<file path="config.mk">
export PLATFORM = sky130hd
export DESIGN_NAME = ws2812_frame_driver
export DESIGN_NICKNAME = d
export VERILOG_FILES = /design/src/rtl/ws2812_pkg.sv /design/src/rtl/ws2812_bit_encoder.sv /design/src/rtl/ws2812_frame_driver.sv
export SDC_FILE = /design/constraint.sdc
export NUM_CORES = 1
export LEC_CHECK = 0
export BUFFER_PORTS_ARGS = -buffer_cell sky130_fd_sc_hd__buf_2
export CAP_MARGIN = 15
export CELL_PAD_IN_SITES_DETAIL_PLACEMENT = 1
export CELL_PAD_IN_SITES_GLOBAL_PLACEMENT = 2
export CORE_ASPECT_RATIO = 2
export CORE_MARGIN = 4
export CORE_UTILIZATION = 28
export CTS_CLUSTER_SIZE = 24
export DETAILED_ROUTE_END_ITERATION = 7
export HOLD_SLACK_MARGIN = 0.06
export PLACE_DENSITY_LB_ADDON = 0.3
export SETUP_SLACK_MARGIN = 0.5
export SYNTH_ARGS = -nofsm -noshare
export SYNTH_HDL_FRONTEND = slang
export SYNTH_HIERARCHICAL = 1
export SYNTH_SLANG_ARGS = --single-unit
export TNS_END_PERCENT = 100
</file>
<file path="constraint.sdc">
create_clock -name clock -period 3.1 [get_ports clock]
set_input_delay 0.62 -clock clock [delete_from_list [all_inputs] [get_ports clock]]
set_output_delay 0.62 -clock clock [all_outputs]
set_load 0.1 [all_outputs]
</file>
<file path="src/rtl/ws2812_pkg.sv">
// Shared types, default 50 MHz timing and colour reordering for the WS2812 frame driver.
package ws2812_pkg;

    typedef enum logic [1:0] {IDLE, SEND, LATCH} state_t;

    localparam int DEF_T0H_CYC  = 20;
    localparam int DEF_T1H_CYC  = 40;
    localparam int DEF_TBIT_CYC = 63;
    localparam int DEF_TRES_CYC = 15000;

    // Strip expects green first; decoder delivers 24'hRRGGBB.
    function automatic logic [23:0] grb_order(input logic [23:0] rgb);
        return {rgb[15:8], rgb[23:16], rgb[7:0]};
    endfunction

endpackage

</file>
<file path="src/rtl/ws2812_bit_encoder.sv">
// Turns one data bit into a single WS2812 bit period; owns the per-bit cycle counter.
module ws2812_bit_encoder
    import ws2812_pkg::*;
#(
    parameter int T0H_CYC  = DEF_T0H_CYC,
    parameter int T1H_CYC  = DEF_T1H_CYC,
    parameter int TBIT_CYC = DEF_TBIT_CYC
) (
    input  logic clock,
    input  logic reset,
    input  logic bit_start,
    input  logic data_bit,
    output logic dout,
    output logic bit_last
);

    localparam int CW = $clog2(TBIT_CYC);
    localparam logic [CW-1:0] CNT_LAST = CW'(TBIT_CYC - 1);
    localparam logic [CW-1:0] HIGH0    = CW'(T0H_CYC);
    localparam logic [CW-1:0] HIGH1    = CW'(T1H_CYC);

    logic [CW-1:0] bit_cnt;
    logic [CW-1:0] bit_cnt_nxt;
    logic          run;
    logic          bit_val;

    assign bit_cnt_nxt = bit_cnt + CW'(1);
    assign bit_last    = run && (bit_cnt == CNT_LAST);

    // dout is registered for the cycle the counter is about to show, so it never lags the count.
    always_ff @(posedge clock) begin
        if (reset) begin
            bit_cnt <= '0;
            run     <= 1'b0;
            bit_val <= 1'b0;
            dout    <= 1'b0;
        end else if (bit_start) begin
            bit_cnt <= '0;
            run     <= 1'b1;
            bit_val <= data_bit;
            dout    <= 1'b1;
        end else if (bit_last) begin
            bit_cnt <= '0;
            run     <= 1'b0;
            dout    <= 1'b0;
        end else if (run) begin
            bit_cnt <= bit_cnt_nxt;
            dout    <= bit_cnt_nxt < (bit_val ? HIGH1 : HIGH0);
        end
    end

endmodule

</file>
<file path="src/rtl/ws2812_frame_driver.sv">
// Snapshots a frame of RGB colours and streams it GRB/MSB-first to a WS2812 strip,
// followed by the latch low period and a done pulse.
module ws2812_frame_driver
    import ws2812_pkg::*;
#(
    parameter int N_LEDS   = 11,
    parameter int T0H_CYC  = DEF_T0H_CYC,
    parameter int T1H_CYC  = DEF_T1H_CYC,
    parameter int TBIT_CYC = DEF_TBIT_CYC,
    parameter int TRES_CYC = DEF_TRES_CYC
) (
    input  logic                 clock,
    input  logic                 reset,
    input  logic                 start,
    input  logic [N_LEDS*24-1:0] leds,
    output logic                 dout,
    output logic                 busy,
    output logic                 done
);

    localparam int LW = (N_LEDS > 1) ? $clog2(N_LEDS) : 1;
    localparam int RW = (TRES_CYC > 1) ? $clog2(TRES_CYC) : 1;
    localparam logic [LW-1:0] LED_LAST = LW'(N_LEDS - 1);
    localparam logic [RW-1:0] RES_LAST = RW'(TRES_CYC - 1);

    state_t                 state;
    logic [N_LEDS*24-1:0]   frame;
    logic [LW-1:0]          led_idx;
    logic [4:0]             bit_idx;
    logic [RW-1:0]          latch_cnt;

    logic                   enc_last;
    logic                   bit_start;
    logic                   data_bit;
    logic                   last_bit;
    logic                   last_led;
    logic [LW-1:0]          nxt_led;
    logic [4:0]             nxt_bit;
    logic [4:0]             bit_sel;
    logic [23:0]            word;
    logic [23:0]            grb_word;

    // Select the bit that the encoder must start next; in IDLE it is bit 23 of LED 0 taken
    // straight from the input, because the snapshot lands on the same edge.
    always_comb begin
        last_bit = (bit_idx == 5'd23);
        last_led = (led_idx == LED_LAST);
        nxt_led  = last_bit ? led_idx + LW'(1) : led_idx;
        nxt_bit  = last_bit ? 5'd0 : bit_idx + 5'd1;
        word     = '0;
        for (int i = 0; i < N_LEDS; i++) begin
            if (nxt_led == LW'(i)) word = frame[24*i +: 24];
        end
        bit_sel = nxt_bit;
        if (state == IDLE) begin
            word    = leds[23:0];
            bit_sel = 5'd0;
        end
        grb_word  = grb_order(word);
        data_bit  = grb_word[5'd23 - bit_sel];
        bit_start = ((state == IDLE) && start) ||
                    ((state == SEND) && enc_last && !(last_bit && last_led));
    end

    ws2812_bit_encoder #(
        .T0H_CYC  (T0H_CYC),
        .T1H_CYC  (T1H_CYC),
        .TBIT_CYC (TBIT_CYC)
    ) u_bit_encoder (
        .clock     (clock),
        .reset     (reset),
        .bit_start (bit_start),
        .data_bit  (data_bit),
        .dout      (dout),
        .bit_last  (enc_last)
    );

    always_ff @(posedge clock) begin
        if (reset) begin
            state     <= IDLE;
            frame     <= '0;
            led_idx   <= '0;
            bit_idx   <= '0;
            latch_cnt <= '0;
            busy      <= 1'b0;
            done      <= 1'b0;
        end else begin
            case (state)
                IDLE: begin
                    done <= 1'b0;
                    if (start) begin
                        frame   <= leds;
                        led_idx <= '0;
                        bit_idx <= '0;
                        busy    <= 1'b1;
                        state   <= SEND;
                    end
                end
                SEND: begin
                    if (enc_last) begin
                        if (last_bit && last_led) begin
                            latch_cnt <= '0;
                            done      <= (TRES_CYC == 1);
                            state     <= LATCH;
                        end else begin
                            led_idx <= nxt_led;
                            bit_idx <= nxt_bit;
                        end
                    end
                end
                LATCH: begin
                    // done is pre-computed one cycle early so it is high during the last latch cycle.
                    if (latch_cnt == RES_LAST) begin
                        latch_cnt <= '0;
                        busy      <= 1'b0;
                        done      <= 1'b0;
                        state     <= IDLE;
                    end else begin
                        latch_cnt <= latch_cnt + RW'(1);
                        done      <= (latch_cnt == RES_LAST - RW'(1));
                    end
                end
                default: state <= IDLE;
            endcase
        end
    end

endmodule

</file>
==> flow_summary.toml <==
[critical_path]
worst_r2r_endpoint = "u_bit_encoder/bit_val"
worst_setup_path_startpoint = "bit_idx[1]"
crit_path_end = "u_bit_encoder/bit_val"
rr_worst_depth = 14
reg2reg_setup_slack_ps = -280
timing.critical_path.from_type = "flop"
crit_fanout = 8
crit_required_ps = 3510
critical_path.endpoint_type = "flop"
arr_time_crit_path_ps = 3790
rr_startpoint = "bit_idx[1]"
ws_path_type = "flop to flop"

[global_route]
grt_overflow_total = 0
via_count_of_the_first_global_routing_pass = 15500
grtUsageTotal = 0.249
grt_antenna_before_repair = 1
grt_first_pass_wirelength_um = 98400
pin_count_of_the_biggest_net_entering_global_routing = 166

[pwr]
p_per_area_mw_per_mm2 = 481
power.internal_mw = 6.42
worst_case_vdd_ir_drop_mv = 0.306
report.power.total_mw = 8.79
netSwitchingFraction = 0.269
power_frac_clock = 0.400
power.share.sequential = 0.492
net-switching-power_mw = 2.36
total_leakage_power_nw = 7.43
comb_power_share = 0.108

[cts]
max-clock-path-buffers = 3
count_of_hold_fix_buffers_inserted_at_cts = 0
cts_max_level = 1
tritoncts.num_buffers = 27
clk-insertion-delay-late_ps = 560
worst_setup_hold_path_clk_slew_ps = 70
cts-root-buf = "sky130_fd_sc_hd__clkbuf_16"
cts_sink_cnt = 300
tritoncts = "done"

[sta]
clock_skew_ps = 8.95
finalCritPeriodShare = 1.09
worst_slack_ps = -279
rsz_0062_raised_after_global_routing = "true"
finalHoldWorstSlack_ps = 295
worst_slew_pin_slew_ps = 863
drv_slew = 0
final_hold_viol_count = 0
setup_tns_ps = -279
layout_min_cycle_time_ps = 3380
slew_headroom = 0.424
final-setup-viol-count = 1
fmax_ghz = 0.296

[hold_path]
hold_path.class = "input port to flop"

[die]
initial_utilization = 0.283
chipWidth_um = 164
core_region_area_sq_mm = 0.0482
fp.dieH_um = 320
std_cell_rows = 114
ioPinCount = 270
design.die.area_sq_mm = 0.0525

[routing]
drtAntennaViolNets = 0
totalWireLength_um = 67700
routed_wire_length_per_instance_um = 23.8
first_pass_iters = 5
routed_vias_inst = 5.14
drc_errors = 0
drt_iter0_markers = 702
dr_total_vias = 14600

[outcome]
violated_checks = "negative setup slack"
result_of_the_run = "finished, violations left"

[synthesis]
synth_cells = 1815
ys_ff_latch = 300
synth_warnings = 6
ys_types = 82
netlist_area_sq_mm = 0.0136
share_of_flip_flops_with_an_asynchronous_set_or_reset_after_synthesis = 0
synth_nets = 2092
postSynthAreaPerCell_sq_um = 7.52
synth_seq_area_share = 0.440
dominant_register_cell_in_the_synthesized_netlist = "sky130_fd_sc_hd__dfxtp_1"
synth_edf_count = 0

[job]
cap_violations = 0

[placement]
gp_routability_congestion = 0.932
place_worst_setup_slack_ps = -665
post_dp_cell_area_sq_mm = 0.0169
port_buffers = 269
detailed_place_hpwl_um = 54500

[finish]
antennaDiodeCount = 0
area_growth_pct = 34.0
final_area_sq_mm = 0.0183
final_net_count = 2460
post_route_cells_drive_above_1_share = 0.272
sequential cells by signal (all words and copies together), names as in the netlist:
name	count
u_bit_encoder/bit_val	1
u_bit_encoder/run	1
busy	1
u_bit_encoder/bit_cnt	6
bit_idx	5
state	2
done	1
latch_cnt	14
u_bit_encoder/dout	1
frame	264
led_idx	4
repair_timing:
item	in CTS	in global routing
gates cloned	1	1
pin swaps	15	17
buffers inserted	11	5
gates resized for setup	37	31
setup endpoints to repair	8	65
worst max-delay path, cell delays in order, from the launching register on:
cell	delay (ps)
sky130_fd_sc_hd__dfxtp_2	360
sky130_fd_sc_hd__ha_4	140
sky130_fd_sc_hd__and4b_4	330
sky130_fd_sc_hd__mux2_4	360
sky130_fd_sc_hd__a22oi_4	150
sky130_fd_sc_hd__buf_12	150
sky130_fd_sc_hd__nor2_2	60
sky130_fd_sc_hd__a222oi_1	430
sky130_fd_sc_hd__o31a_1	280
sky130_fd_sc_hd__a2111oi_1	90
sky130_fd_sc_hd__or4_1	410
sky130_fd_sc_hd__o211ai_1	120
sky130_fd_sc_hd__o221ai_2	130
sky130_fd_sc_hd__mux2i_1	160
sky130_fd_sc_hd__nor2_1	50
cell usage in the layout (no fill, tap or decap), types with 6 or more instances in the layout:
master and count:
sky130_fd_sc_hd__nand2_1 596, sky130_fd_sc_hd__a21oi_1 310, sky130_fd_sc_hd__dfxtp_1 295, sky130_fd_sc_hd__buf_2 268, sky130_fd_sc_hd__buf_4 185, sky130_fd_sc_hd__nor2_1 72, sky130_fd_sc_hd__o21ai_0 34, sky130_fd_sc_hd__clkbuf_16 28
sky130_fd_sc_hd__nand3_1 22, sky130_fd_sc_hd__a31oi_1 18, sky130_fd_sc_hd__o22ai_1 18, sky130_fd_sc_hd__a22oi_1 18, sky130_fd_sc_hd__a221oi_1 18, sky130_fd_sc_hd__xor2_1 17, sky130_fd_sc_hd__buf_12 17, sky130_fd_sc_hd__nor3_1 13
sky130_fd_sc_hd__a222oi_1 13, sky130_fd_sc_hd__xnor2_1 11, sky130_fd_sc_hd__and3_1 10, sky130_fd_sc_hd__o211ai_1 10, sky130_fd_sc_hd__nand4_1 10, sky130_fd_sc_hd__a221oi_2 8, sky130_fd_sc_hd__a211oi_1 7, sky130_fd_sc_hd__a22o_1 7
sky130_fd_sc_hd__ha_1 7, sky130_fd_sc_hd__inv_1 6, sky130_fd_sc_hd__clkbuf_8 6, sky130_fd_sc_hd__buf_6 6
worst min-delay path by stage:
stage                     startpoint          to  slack (ps)  depth (start not counted)
after floorplan             frame[7]    frame[7]         430                          2
after global placement    frame[258]  frame[258]         440                          2
after detailed placement   frame[85]   frame[85]         450                          2
after CTS                  leds[142]  frame[142]         270                          3
after global routing         leds[9]    frame[9]         290                          3
final                      leds[142]  frame[142]         300                          3
cell type report:
| cell class | count | area (sq um) |
|---|---|---|
| fillers | 6056 | 29900 |
| multi-input cells | 1367 | 7330 |
| inverters | 8 | 30.0 |
| clock buffers | 37 | 763 |
| well taps | 638 | 798 |
| repair buffers | 479 | 3210 |
| flip-flops and latches | 300 | 6010 |
| clock inverters | 11 | 139 |
routing by layer:
| layer | vias up | GRT usage | share of wire |
|---|---|---|---|
| met3 | 106 | 0.0215 | 0.033 |
| li1 | 7030 | - | - |
| met2 | 353 | 0.496 | 0.55 |
| met5 | - | 0 | 0 |
| met1 | 7099 | 0.264 | 0.37 |
| met4 | 0 | 0.0940 | 0.046 |
power groups by stage:
stage                     Combinational [mW]  Sequential, mW  Clock (mW)
after CTS                              0.967            4.33        3.59
after global placement                 0.940            4.41           0
after detailed placement               0.961            4.41           0
after global routing                    1.07            4.34        3.73
after floorplan                        0.520            4.27           0
final                                  0.953            4.32        3.51
through the flow:
stage	cells	utilization
2_1_floorplan	1815	-
3_3_place_gp	2774	0.350
3_5_place_dp	2774	0.350
4_1_cts	2834	0.375
5_1_grt	2840	0.379
6_report	2840	0.379
cell families after synthesis:
| family | Yosys count | share of synthesized area |
|---|---|---|
| and+or+nand+nor | 778 | 0.234 |
| adders and majority gates | 10 | 0.00917 |
| muxes | 12 | 0.0124 |
| xor gates and xnor gates | 28 | 0.0180 |
| DFF | 300 | 0.440 |
| AOI/OAI and AO/OA | 539 | 0.242 |
| buffers and inverters | 148 | 0.0446 |
synthesized netlist by cell type, types with 4 or more instances:
cell type,count,area [sq um]
sky130_fd_sc_hd__xor2_1,17,149
sky130_fd_sc_hd__o21ai_0,38,190
sky130_fd_sc_hd__a221o_1,5,50.1
sky130_fd_sc_hd__a211o_1,4,35.0
sky130_fd_sc_hd__a221oi_1,26,228
sky130_fd_sc_hd__a2111oi_0,6,52.6
sky130_fd_sc_hd__inv_1,6,22.5
sky130_fd_sc_hd__nand3_1,23,115
sky130_fd_sc_hd__a21oi_1,316,1580
sky130_fd_sc_hd__a22o_1,8,70.1
sky130_fd_sc_hd__xnor2_1,11,96.3
sky130_fd_sc_hd__o21a_1,5,37.5
sky130_fd_sc_hd__o211ai_1,10,75.1
sky130_fd_sc_hd__a211oi_1,8,60.1
sky130_fd_sc_hd__dfxtp_1,300,6010
sky130_fd_sc_hd__nand4_1,10,62.6
sky130_fd_sc_hd__nor2_1,75,282
sky130_fd_sc_hd__a222oi_1,13,130
sky130_fd_sc_hd__o31ai_1,4,30.0
sky130_fd_sc_hd__nand2_1,599,2250
sky130_fd_sc_hd__buf_1,7,26.3
sky130_fd_sc_hd__a31oi_1,19,119
sky130_fd_sc_hd__buf_2,23,115
sky130_fd_sc_hd__clkbuf_1,106,398
sky130_fd_sc_hd__and3_1,10,62.6
sky130_fd_sc_hd__nor2b_1,6,37.5
sky130_fd_sc_hd__nand2b_1,5,31.3
sky130_fd_sc_hd__mux2i_1,5,50.1
sky130_fd_sc_hd__o22ai_1,18,113
sky130_fd_sc_hd__ha_1,10,125
sky130_fd_sc_hd__nor3_1,15,75.1
sky130_fd_sc_hd__o221ai_1,5,43.8
sky130_fd_sc_hd__a22oi_1,18,135
sky130_fd_sc_hd__or2_2,5,31.3
Power figures use the tool's default switching activity.
